[src/rtl/sync_fifo_param.sv]
// Single-clock FIFO with arbitrary depth, show-ahead read data, occupancy count,
// programmable almost-full/almost-empty thresholds, flush and sticky error flags.
module sync_fifo_param #(
  parameter int DATA_W   = 8,
  parameter int DEPTH    = 4,
  parameter int AF_LEVEL = DEPTH - 1,
  parameter int AE_LEVEL = 1
) (
  input  logic                       clk,
  input  logic                       reset,
  input  logic                       push,
  input  logic [DATA_W-1:0]          wdata,
  input  logic                       pop,
  output logic [DATA_W-1:0]          rdata,
  output logic                       full,
  output logic                       empty,
  output logic [$clog2(DEPTH+1)-1:0] count,
  output logic                       almost_full,
  output logic                       almost_empty,
  input  logic                       flush,
  output logic                       overflow,
  output logic                       underflow,
  input  logic                       err_clr
);

  localparam int PTR_W = (DEPTH > 1) ? $clog2(DEPTH) : 1;
  localparam int CNT_W = $clog2(DEPTH + 1);
  localparam logic [CNT_W-1:0] DEPTH_C = CNT_W'(DEPTH);
  localparam logic [CNT_W-1:0] AF_C    = CNT_W'(AF_LEVEL);
  localparam logic [CNT_W-1:0] AE_C    = CNT_W'(AE_LEVEL);
  localparam logic [PTR_W-1:0] LAST_C  = PTR_W'(DEPTH - 1);

  logic [DATA_W-1:0] mem [DEPTH];
  logic [PTR_W-1:0]  wptr;
  logic [PTR_W-1:0]  rptr;
  logic [CNT_W-1:0]  count_nxt;
  logic              push_ok;
  logic              pop_ok;
  logic              wr_en;

  // Depth need not be a power of two, so pointers wrap by explicit compare.
  function automatic logic [PTR_W-1:0] ptr_inc(input logic [PTR_W-1:0] p);
    return (p == LAST_C) ? '0 : p + 1'b1;
  endfunction

  // Acceptance uses the registered flags only; no same-cycle bypass.
  assign push_ok = push & ~full;
  assign pop_ok  = pop & ~empty;
  assign wr_en   = push_ok & ~flush & ~reset;

  always_comb begin
    count_nxt = count;
    if (flush)
      count_nxt = '0;
    else if (push_ok && !pop_ok)
      count_nxt = count + 1'b1;
    else if (pop_ok && !push_ok)
      count_nxt = count - 1'b1;
  end

  always_ff @(posedge clk) begin
    if (reset) begin
      wptr         <= '0;
      rptr         <= '0;
      count        <= '0;
      empty        <= 1'b1;
      full         <= 1'b0;
      almost_empty <= 1'b1;
      almost_full  <= (AF_C == '0);
      overflow     <= 1'b0;
      underflow    <= 1'b0;
    end else begin
      if (flush) begin
        wptr <= '0;
        rptr <= '0;
      end else begin
        if (push_ok) wptr <= ptr_inc(wptr);
        if (pop_ok)  rptr <= ptr_inc(rptr);
      end
      count        <= count_nxt;
      empty        <= (count_nxt == '0);
      full         <= (count_nxt == DEPTH_C);
      almost_empty <= (count_nxt <= AE_C);
      almost_full  <= (count_nxt >= AF_C);
      // A new error event in the same cycle as err_clr keeps the flag set.
      if (push && full)  overflow <= 1'b1;
      else if (err_clr)  overflow <= 1'b0;
      if (pop && empty)  underflow <= 1'b1;
      else if (err_clr)  underflow <= 1'b0;
    end
  end

  // Storage carries data only and is never cleared.
  always_ff @(posedge clk) begin
    if (wr_en) mem[wptr] <= wdata;
  end

  assign rdata = mem[rptr];

  always_ff @(posedge clk) begin
    if (!reset) begin
      assert (!(full && empty));
      assert ((count == DEPTH_C) == full);
      assert ((count == '0) == empty);
    end
  end

endmodule

[config.mk]
export PLATFORM = sky130hd
export DESIGN_NAME = sync_fifo_param
export DESIGN_NICKNAME = d
export VERILOG_FILES = /design/src/rtl/sync_fifo_param.sv
export SDC_FILE = /design/constraint.sdc
export NUM_CORES = 1
export LEC_CHECK = 0
export CELL_PAD_IN_SITES_DETAIL_PLACEMENT = 1
export CELL_PAD_IN_SITES_GLOBAL_PLACEMENT = 1
export CORE_MARGIN = 1.5
export CORE_UTILIZATION = 39
export DETAILED_ROUTE_END_ITERATION = 8
export PLACE_DENSITY = 0.83
export SKIP_LAST_GASP = 1
export SLEW_MARGIN = 20
export SYNTH_ARGS = -nofsm -noshare
export SYNTH_HDL_FRONTEND = slang
export SYNTH_SLANG_ARGS = --single-unit
[constraint.sdc]
create_clock -name clk -period 1.3 [get_ports clk]
set_input_delay 0.325 -clock clk [delete_from_list [all_inputs] [get_ports clk]]
set_output_delay 0.325 -clock clk [all_outputs]
set_load 0.02 [all_outputs]
==> reports/qor_table.md <==
| Item | Value |
|:---|:---|
| Floorplan die area | 0.005311 mm² |
| Critical path's largest stage delay | 510 ps |
| Post-CTS clock slew at the launch and capture registers of the worst setup and hold paths | 90 ps |
| Critical-path cell with the highest stage delay | sky130_fd_sc_hd__mux4_2 |
| Max-slew violation count | 0 |
| Via count of the routed design | 1237 |
| Area of the multi-input gates | 701.9 µm² |
| Longest Clk Path Bufs | 2 |
| Remaining number of nets flagged by the antenna check after routing | 0 |
| Count of H-tree levels built during CTS | 2 |
| Element type at the critical path start | flop |
| Violations in the final reports | negative setup slack |
| Worst setup EP type | primary output |
| Count of input and output buffers | 30 |
| Placement Rows | 25 |
| Flip-flop and latch area | 0.001277 mm² |
| Overall fraction of global-route tracks in use | 0.1795 |
| Part of the cycle the worst path needs | 1.382 |
| Worst clock skew | 9.052 ps |
| Post-synthesis sequential area ratio | 0.6623 |
| Outcome | finished, violations left |
| First DRT Iteration DRCs | 46 |
| Post-synthesis xor/xnor area fraction | 0.01314 |
| Cell family with the largest share of critical-path delay | multiplexers |
| Switching part of the total | 0.2434 |
| Final worst path period need | 1797 ps |
| # DRC | 0 |
| Crit path capture | rdata[2] |
| Die outline width | 72.88 µm |
| Routed wire per std cell | 17.23 µm |
| Die Y | 72.88 µm |
| Worst setup slack after layout | -497.1 ps |
| CP Cell Sequence | buf_12, mux4_2, buf_6 |
| Area of the core | 0.004723 mm² |
| Worst-case reg-to-reg path depth | 6 |
| Peak supply drop | 0.0005842 V |
| Simple-gate area share of the yosys netlist | 0.1058 |
| Post-layout power | 3023 µW |
| Worst hold path class | input port to flop |
| Count of inserted antenna diode cells | 0 |
| Number of antenna violations at the first check in global routing | 0 |
| Relative contribution of the clock network to total power | 0.311 |
| Share of the synthesized area in compound gates (AO/OA/AOI/OAI) | 0.05585 |
| Syn. warnings | 0 |
| Routability congestion estimate | 0.8453 |
| Largest family of logic cells by synthesized area | simple AND/OR/NAND/NOR gates |
| Number of buffers added by the clock tree synthesis step | 5 |
| Most instantiated library cell after synthesis | sky130_fd_sc_hd__edfxtp_1 |
| Crit-path max FO | 4 |
| Pleak | 0.0009944 µW |
| Cell Pwr Density | 1120 mW/mm² |
| Internal power of the cells | 2287 µW |
| Leading post-synthesis cells by cell area | sky130_fd_sc_hd__edfxtp_1, sky130_fd_sc_hd__dfxtp_1, sky130_fd_sc_hd__mux4_2 |
| Fraction of final layout cells with drive strength greater than 1 | 0.4751 |
| Post-synthesis cell count | 121 |
| Ys flop type | sky130_fd_sc_hd__edfxtp_1 |
| Number of violations of the max-capacitance limit | 0 |
| Final wirelength | 4273 µm |
| Clock latency reported for the late side of the worst-skew pair | 300 ps |
| Post-synth net total | 142 |
| Endpoint arrival time on the critical path | 1470 ps |
| Area share of fa/ha/maj cells after synthesis | 0.04599 |
| Sink Count | 47 |
| Number of endpoints failing setup at the final stage | 13 |
| Worst path bufs/invs | 2 |
| Critical register-to-register path endpoint | almost_full |
| Post-synthesis sequential element count | 47 |
| TritonCTS clock tree | yes |
| Post-synth EDFFs | 32 |
| Area Growth Syn to Fin | 41.79% |
| Filler Cell Count | 461 |
| Average instance area after synthesis | 15.74 µm² |
| Transition time at the pin with the least slew margin | 343.5 ps |
| GR Overflow Total | 0 |
| Vias in the first global route | 1376 |
| Multiplexer share of the synthesized area | 0.09461 |
| Number of I/O pins | 31 |
| Required time at the worst-slack endpoint | 980 ps |
| Headroom to the max-slew limit | 0.7710 |
| Initial standard-cell utilization of the core | 0.4032 |
| Vias/cell | 4.988 |
| Flop pwr share | 0.544 |
| Fraction of synthesized cell area taken by the top area cell type | 0.5046 |
| Async set-reset flop share out of synthesis | 0 |
| Pin count of the biggest net entering global routing | 16 |
| Pre-CTS setup slack | -654.2 ps |
| Post-DP HPWL | 3057 µm |
| Total standard cell area after synthesis | 0.001904 mm² |
| Global-route wire length before repair | 6872 µm |
| Commonest cells in the synthesized netlist | sky130_fd_sc_hd__edfxtp_1, sky130_fd_sc_hd__dfxtp_1, sky130_fd_sc_hd__nor2_1, sky130_fd_sc_hd__mux4_2, sky130_fd_sc_hd__ha_1 |
| Stages on worst setup path | 3 |
| Reg-to-reg slack, setup | -100 ps |
| Class of the most critical setup path | flop to primary output |
| Critical R2R Launch | full |
| Setup repair after global routing missed its margin | yes |
| Total Nets Final | 201 |
| Switching power total | 735.7 µW |
| Relative contribution of combinational cells to total power | 0.146 |
| Library cell occupying the most area in the post-synthesis netlist | sky130_fd_sc_hd__edfxtp_1 |
| Max Clk Rate | 556.5 MHz |
| DR pass1 iterations | 4 |
| Number of distinct library cell variants in the gate-level netlist after synthesis | 32 |
| Count of endpoints failing hold in the final timing report | 0 |
| Root buffer selected by CTS | sky130_fd_sc_hd__clkbuf_8 |
## power by group through the flow
stage | clock network [µW] | logic [µW] | registers, µW
2_1_floorplan | 0 | 165 | 1700
6_report | 939 | 441 | 1640
4_1_cts | 962 | 431 | 1640
3_3_place_gp | 0 | 339 | 1680
3_5_place_dp | 0 | 358 | 1690
5_1_grt | 1000 | 470 | 1650
## logic make-up after synthesis
logic type               after synthesis
flip-flops                            47
AND/OR/NAND/NOR                       33
AO/OA/AOI/OAI                         15
buffers and inverters                  9
multiplexers                           8
adder cells (fa/ha/maj)                7
XOR/XNOR                               2
## cell usage in the layout (no fill, tap or decap), types with 3 or more instances in the layout
master / Yosys / routed
sky130_fd_sc_hd__a21oi_1: 6 / 5
sky130_fd_sc_hd__mux4_2: 8 / 8
sky130_fd_sc_hd__nor2_1: 9 / 8
sky130_fd_sc_hd__ha_1: 7 / 6
sky130_fd_sc_hd__clkdlybuf4s50_1: 0 / 9
sky130_fd_sc_hd__nand2_1: 5 / 4
sky130_fd_sc_hd__dlygate4sd2_1: 0 / 5
sky130_fd_sc_hd__inv_1: 5 / 5
sky130_fd_sc_hd__clkbuf_2: 0 / 3
sky130_fd_sc_hd__and3_4: 0 / 4
sky130_fd_sc_hd__buf_4: 0 / 21
sky130_fd_sc_hd__edfxtp_1: 32 / 32
sky130_fd_sc_hd__buf_6: 1 / 11
sky130_fd_sc_hd__clkdlybuf4s15_2: 0 / 3
sky130_fd_sc_hd__clkbuf_8: 0 / 6
sky130_fd_sc_hd__dfxtp_4: 0 / 4
sky130_fd_sc_hd__dfxtp_1: 15 / 10
## stage by stage
step | utilization | cells | TNS [ps] | area (µm²) | hold WS [ps]
2_1_floorplan | - | 121 | -325.1 | 1934 | 397.4
3_3_place_gp | 0.5110 | 229 | -24460 | 2414 | 466.4
5_1_grt | 0.5717 | 248 | -4696 | 2700 | 479.8
3_5_place_dp | 0.5110 | 229 | -27260 | 2414 | 499.3
4_1_cts | 0.5687 | 245 | -4084 | 2686 | 462.2
6_report | 0.5717 | 248 | -4074 | 2700 | 462.8
## repair_timing
action / CTS / global route
setup buffers: 8 / 3
hold buffers: 0 / 0
pin swaps: 12 / 7
resized for setup: 95 / 6
setup endpoints to repair: 59 / 17
hold endpoints to repair: 0 / 0
## cell type report
class	instances	share of cell area
Timing Repair Buffer	56	0.1923
Clock buffer	6	0.03058
Sequential cell	47	0.4731
Inverter	5	0.006951
Multi-Input combinational cell	65	0.2600
Tap cell	67	0.03105
Clock inverter	2	0.006024
## sequential cells by signal, summed over array words and instances, names as in the netlist, named ones only
| register | count |
|---|---|
| almost_full | 1 |
| rptr | 2 |
| overflow | 1 |
| full | 1 |
| almost_empty | 1 |
| wptr | 2 |
| underflow | 1 |
| count | 3 |
| mem | 32 |
| empty | 1 |
## tightest hold or removal path: stages
cell                            delay (ps)
sky130_fd_sc_hd__dlygate4sd2_1         240
sky130_fd_sc_hd__buf_4                 130
sky130_fd_sc_hd__nor2_1                 30
## worst min path at each step
stage | from | to | slack (ps) | cells after the start
floorplan | reset | overflow | 400 | 1
global placement | rptr[1] | rptr[1] | 470 | 2
detailed placement | overflow | overflow | 500 | 2
CTS | reset | overflow | 460 | 3
global route | reset | overflow | 480 | 3
finish | reset | overflow | 460 | 3
## per-layer routing
| metal | track usage | share of wire | vias to the layer above |
|---|---|---|---|
| met5 | 0 | 0 | - |
| met4 | 0.06289 | 0.015 | 0 |
| met3 | 0.04696 | 0.036 | 9 |
| met2 | 0.3558 | 0.57 | 35 |
| met1 | 0.1762 | 0.38 | 623 |
| li1 | - | - | 570 |
Power figures use the tool's default switching activity.
==> variant 1: new RTL, same flow settings <==
Change the parameter `DATA_W` from 8 to 6.
--- a/src/rtl/sync_fifo_param.sv
+++ b/src/rtl/sync_fifo_param.sv
@@ -2,5 +2,5 @@
 // programmable almost-full/almost-empty thresholds, flush and sticky error flags.
 module sync_fifo_param #(
-  parameter int DATA_W   = 8,
+  parameter int DATA_W   = 6,
   parameter int DEPTH    = 4,
   parameter int AF_LEVEL = DEPTH - 1,
Ports: changed (resized rdata and wdata); port bits go from 31 to 27. The function was not compared with the original's and may differ.
==> variant 1 against the unedited design <==
Total power is 14% lower; via count shrank 13%; wire length down 11%; synthesized cell count shrank 9.1%; worst setup slack gained 0.093 ns; sequential cell count is 8 lower; design area fell by 13%; the flow still finishes with violations (negative setup slack); combinational power fell by 2%; final cell count decreased by 13%; area after synthesis fell by 15%; largest cell class unchanged; clock power shrank 14%.
==> variant 1: results <==
metrics = {
    "hold_path": {
        "min_path_type": "reg -> reg",
    },
    "routing": {
        "met3_length_um": 137,
        "avgRoutedWirePerCell_um": 17.79,
        "first_iter_violations": 41,
        "wl_met2_mm": 2.191,
    },
    "layout": {
        "fin_nets": 183,
    },
    "placement": {
        "place_congestion": 0.7961,
        "hpwl_mm": 2.624,
    },
    "pwr": {
        "leakagePower_uw": 0.0008890,
        "ir_drop_mv": 0.5524,
    },
    "sta": {
        "tightest_slew_ns": 0.3367,
        "fin_ws_ns": -0.4044,
        "setup_viol": 12,
    },
    "global_routing": {
        "grt_util_met3_pct": 4.333,
        "track_usage_pct": 18.34,
        "grt_start_max_net_pins": 14,
        "grt_pass1_vias": 1223,
        "grt_pass1_wl_mm": 5.961,
    },
    "yosys": {
        "yosysSeqAreaShare_pct": 63.16,
        "syn_inst": 110,
        "synth_enable_flop_cells": 24,
        "syn_nets": 129,
    },
    "critical_path": {
        "r2r_cells": 5,
        "crit_end": "rdata[4]",
    },
    "status": {
        "violations": "negative setup slack",
        "status": "finished, violations left",
    },
}
variant 1: cell types whose count changed after synthesis, sizes merged:
cell	delta
clkbuf	-1
edfxtp	-8
mux4	-2
variant 1: cells by family (layout without fill, tap and decap cells):
| kind of cell | Yosys count | count (layout) | synth area share, % |
|---|---|---|---|
| flops | 39 | 39 | 63.16 |
| xor+xnor | 2 | 2 | 1.548 |
| fa+ha+maj | 7 | 7 | 5.418 |
| compound gates | 15 | 15 | 6.579 |
| buf+inv | 8 | 63 | 2.477 |
| mux | 6 | 6 | 8.359 |
| simple gates | 33 | 33 | 12.46 |
variant 1: how the worst min path moves through the flow:
| stage | cells after the start | slack [ns] | from | to |
|---|---|---|---|---|
| after global routing | 2 | 0.53 | rptr[1]$_SDFFE_PP0P_ | rptr[1]$_SDFFE_PP0P_ |
| after detailed placement | 2 | 0.49 | rptr[1]$_SDFFE_PP0P_ | rptr[1]$_SDFFE_PP0P_ |
| after global placement | 2 | 0.46 | rptr[1]$_SDFFE_PP0P_ | rptr[1]$_SDFFE_PP0P_ |
| final | 2 | 0.50 | rptr[1]$_SDFFE_PP0P_ | rptr[1]$_SDFFE_PP0P_ |
| after floorplan | 1 | 0.40 | reset | overflow$_SDFFE_PP0P_ |
| after CTS | 2 | 0.50 | rptr[1]$_SDFFE_PP0P_ | rptr[1]$_SDFFE_PP0P_ |
variant 1: final cells by class:
| class | instances | area share, % |
|---|---|---|
| tap | 50 | 2.667 |
| inverter | 5 | 0.8000 |
| timing repair buffer | 50 | 19.57 |
| clock inverter | 3 | 0.8533 |
| multi-input combinational | 63 | 28.85 |
| clock buffer | 5 | 2.933 |
| sequential | 39 | 44.32 |
variant 1: stage by stage:
| step | setup slack, ns | instance area [µm²] | utilization [%] | power [µW] |
|---|---|---|---|---|
| final | -0.4044 | 2346 | 58.65 | 2600 |
| after global routing | -0.4534 | 2346 | 58.65 | 2685 |
| after CTS | -0.4380 | 2246 | 56.15 | 2558 |
| after detailed placement | -0.5760 | 2057 | 51.42 | 1724 |
| after global placement | -0.5565 | 2057 | 51.42 | 1707 |
| after floorplan | -0.01836 | 1649 | - | 1561 |
variant 1: timing repair:
item / in CTS / in global routing
endpoints found under the setup margin: 49 / 45
pin swaps: 8 / 13
resized for setup: 80 / 16
buffers inserted: 3 / 9
variant 1: power groups by stage:
stage	Sequential [µW]	Combinational [µW]	Clock, µW
2_1_floorplan	1410	153	0
3_3_place_gp	1390	316	0
3_5_place_dp	1390	330	0
4_1_cts	1360	366	829
5_1_grt	1360	465	855
6_report	1360	434	805
variant 1: worst max-delay path: stages (launching register included):
cell	delay (ns)
dfxtp_4	0.42
mux4_2	0.53
buf_6	0.15
==> variant 2: new RTL, same settings <==
Without the edit above. Make the reset (`reset`) asynchronous in one clocked block.
--- a/src/rtl/sync_fifo_param.sv
+++ b/src/rtl/sync_fifo_param.sv
@@ -59,5 +59,5 @@
   end
 
-  always_ff @(posedge clk) begin
+  always_ff @(posedge clk or posedge reset) begin
     if (reset) begin
       wptr         <= '0;
Function: differs if reset is asserted again (counterexample within 4 cycles, from zero or initial values and one cycle with reset high); with reset held inactive, the same outputs for 10 cycles.
==> variant 2 against the unedited design <==
The run still ends with negative setup slack left; final cell count shrank 10%; die area shrank 0.49%; critical path type unchanged; synthesized cell count shrank 5.8%; wire length grew 0.70%; area after synthesis shrank 0.53%; design area grew 0.74%; count of clock-buffer cells in the layout shrank 1; utilization grew 0.81 points; worst setup slack lost 0.051 ns; sequential cell count shrank 2; maximum frequency shrank 2.8%.
Power is not compared: it rests on default switching activity, and its combinational part moved more than twofold at a synthesized area within 25%.
==> variant 2: results <==
metrics = {
    "clocking": {
        "clkTransAtPathRegs_ns": 0.09,
        "cts_max_level": 2,
        "cts_root_buf": "clkbuf_8",
        "clockBufferDepth": 2,
        "cts_made_buffers": 5,
        "clkLatencyLatePin_ns": 0.30,
    },
    "sta": {
        "fin_ws_ns": -0.5486,
        "skew_ns": 0.008283,
        "setup_viol": 50,
        "finalMaxSlewViolations": 0,
        "tightest_slew_ns": 0.3415,
    },
    "global_routing": {
        "grt_pass1_wl_mm": 6.589,
        "grt_pass1_vias": 1315,
        "track_usage_pct": 17.05,
        "antenna_found_initial": 0,
        "grt_start_max_net_pins": 16,
    },
    "pwr": {
        "leakagePower_uw": 0.001050,
        "ir_drop_mv": 1.127,
    },
    "hold_path": {
        "min_path_type": "in -> async",
    },
    "layout": {
        "n_antenna_cell": 0,
        "largest_registers": "mem (32), count (3)",
        "drive_above_1_share_pct": 50.89,
        "fin_nets": 189,
        "layout.cells.non_filler": 223,
    },
    "placement": {
        "dp_cells": 207,
        "dp_slack_ns": -0.6820,
        "hpwl_mm": 2.844,
        "port_buffers": 30,
        "place_congestion": 0.7240,
        "place_area_um2": 2360,
    },
    "routing": {
        "first_iter_violations": 51,
        "first_pass_iters": 3,
        "avgRoutedWirePerCell_um": 19.30,
        "viasPerCell": 5.233,
    },
    "yosys": {
        "syn_nets": 135,
        "yosysSeqAreaShare_pct": 68.03,
        "synth-xor-area-share_pct": 2.246,
        "synthTopCellsByCount": "edfxtp_1 (32), dfrtp_1 (11), inv_1 (8), mux4_2 (8), nor2_1 (8)",
        "synthFlopType": "edfxtp_1",
        "avgSynthCellArea_um2": 16.62,
        "synth_compound_area_share_pct": 4.756,
        "synth_enable_flop_cells": 32,
        "synthMuxAreaShare_pct": 10.04,
        "synthTopCellsByArea": "edfxtp_1 (51%), dfrtp_1 (15%), mux4_2 (9.5%)",
        "ys_types": 30,
        "yosysWarnings": 0,
        "synth_fa_ha_area_share_pct": 4.624,
        "async_flop_share_pct": 28.89,
    },
    "critical_path": {
        "rr_startpoint": "empty$_DFF_PP1_",
        "cp.required_ns": 0.98,
        "critPathMaxFanout": 8,
        "startpoint": "rptr[0]$_DFFE_PP0P_",
    },
    "status": {
        "status": "finished, violations left",
        "violations": "negative setup slack",
    },
}
variant 2: worst max-delay path, stage by stage (launching register included):
cell	delay, ns
dfrtp_1	0.40
buf_12	0.16
mux4_2	0.51
buf_6	0.15
variant 2: power breakdown:
group	leakage (µW)	switching [µW]	internal, µW	total (µW)
combinational	0.000553	963	1050	2020
sequential	0.000453	84.3	1700	1780
clock	0.0000445	498	382	880
total	0.00105	1550	3130	4680
variant 2: metrics by stage:
| stage | TNS [ns] | total power, µW | hold WS (ns) |
|---|---|---|---|
| floorplan | -7.819 | 2561 | 0.2004 |
| CTS | -6.557 | 4422 | 0.4366 |
| finish | -6.776 | 4676 | 0.4409 |
| global route | -9.867 | 4891 | 0.4811 |
| global placement | -26.16 | 3094 | 0.5148 |
| detailed placement | -30.35 | 3175 | 0.5316 |
variant 2: worst paths after layout:
| kind | to | slack [ns] | cells after the start |
|---|---|---|---|
| max | rdata[3] | -0.55 | 3 |
| min | underflow$_DFFE_PP0P_ | 0.44 | 3 |
| max reg2reg | almost_full$_DFF_PP0_ | -0.22 | 5 |
| min reg2reg | underflow$_DFFE_PP0P_ | 0.54 | 2 |
| max in group asynchronous | almost_empty$_DFF_PP1_ | 0.61 | 3 |
| min in group clk | underflow$_DFFE_PP0P_ | 0.45 | 3 |
variant 2: what timing repair did:
action                                  in CTS  in global routing
endpoints found under the setup margin      57                 56
cloned                                       0                  0
buffers inserted                             9                  2
pin swaps                                    7                  4
gates resized for setup                    119                 18
hold buffers                                 0                  0
variant 2: layer usage:
metal | routed length, µm | vias up | track usage, %
met5 | 0 | - | 0
met1 | 1530 | 602 | 18.77
met3 | 174 | 7 | 3.315
met4 | 69 | 0 | 5.660
li1 | - | 527 | -
met2 | 2529 | 31 | 32.52
variant 2: final cells by class:
cell class	instances	area (µm²)
inverter	8	30.03
multi-input combinational	57	740.7
clock inverter	3	21.27
sequential	45	1292
tap	54	67.56
fill	442	1972
clock buffer	5	68.82
timing repair buffer	51	499.2
variant 2: cell families (layout without fill, tap and decap cells):
| family | after synthesis | in the layout |
|---|---|---|
| flops | 45 | 45 |
| simple gates | 25 | 25 |
| compound gates | 12 | 12 |
| buf+inv | 12 | 67 |
| mux | 9 | 9 |
| fa+ha+maj | 7 | 7 |
| xor+xnor | 4 | 4 |
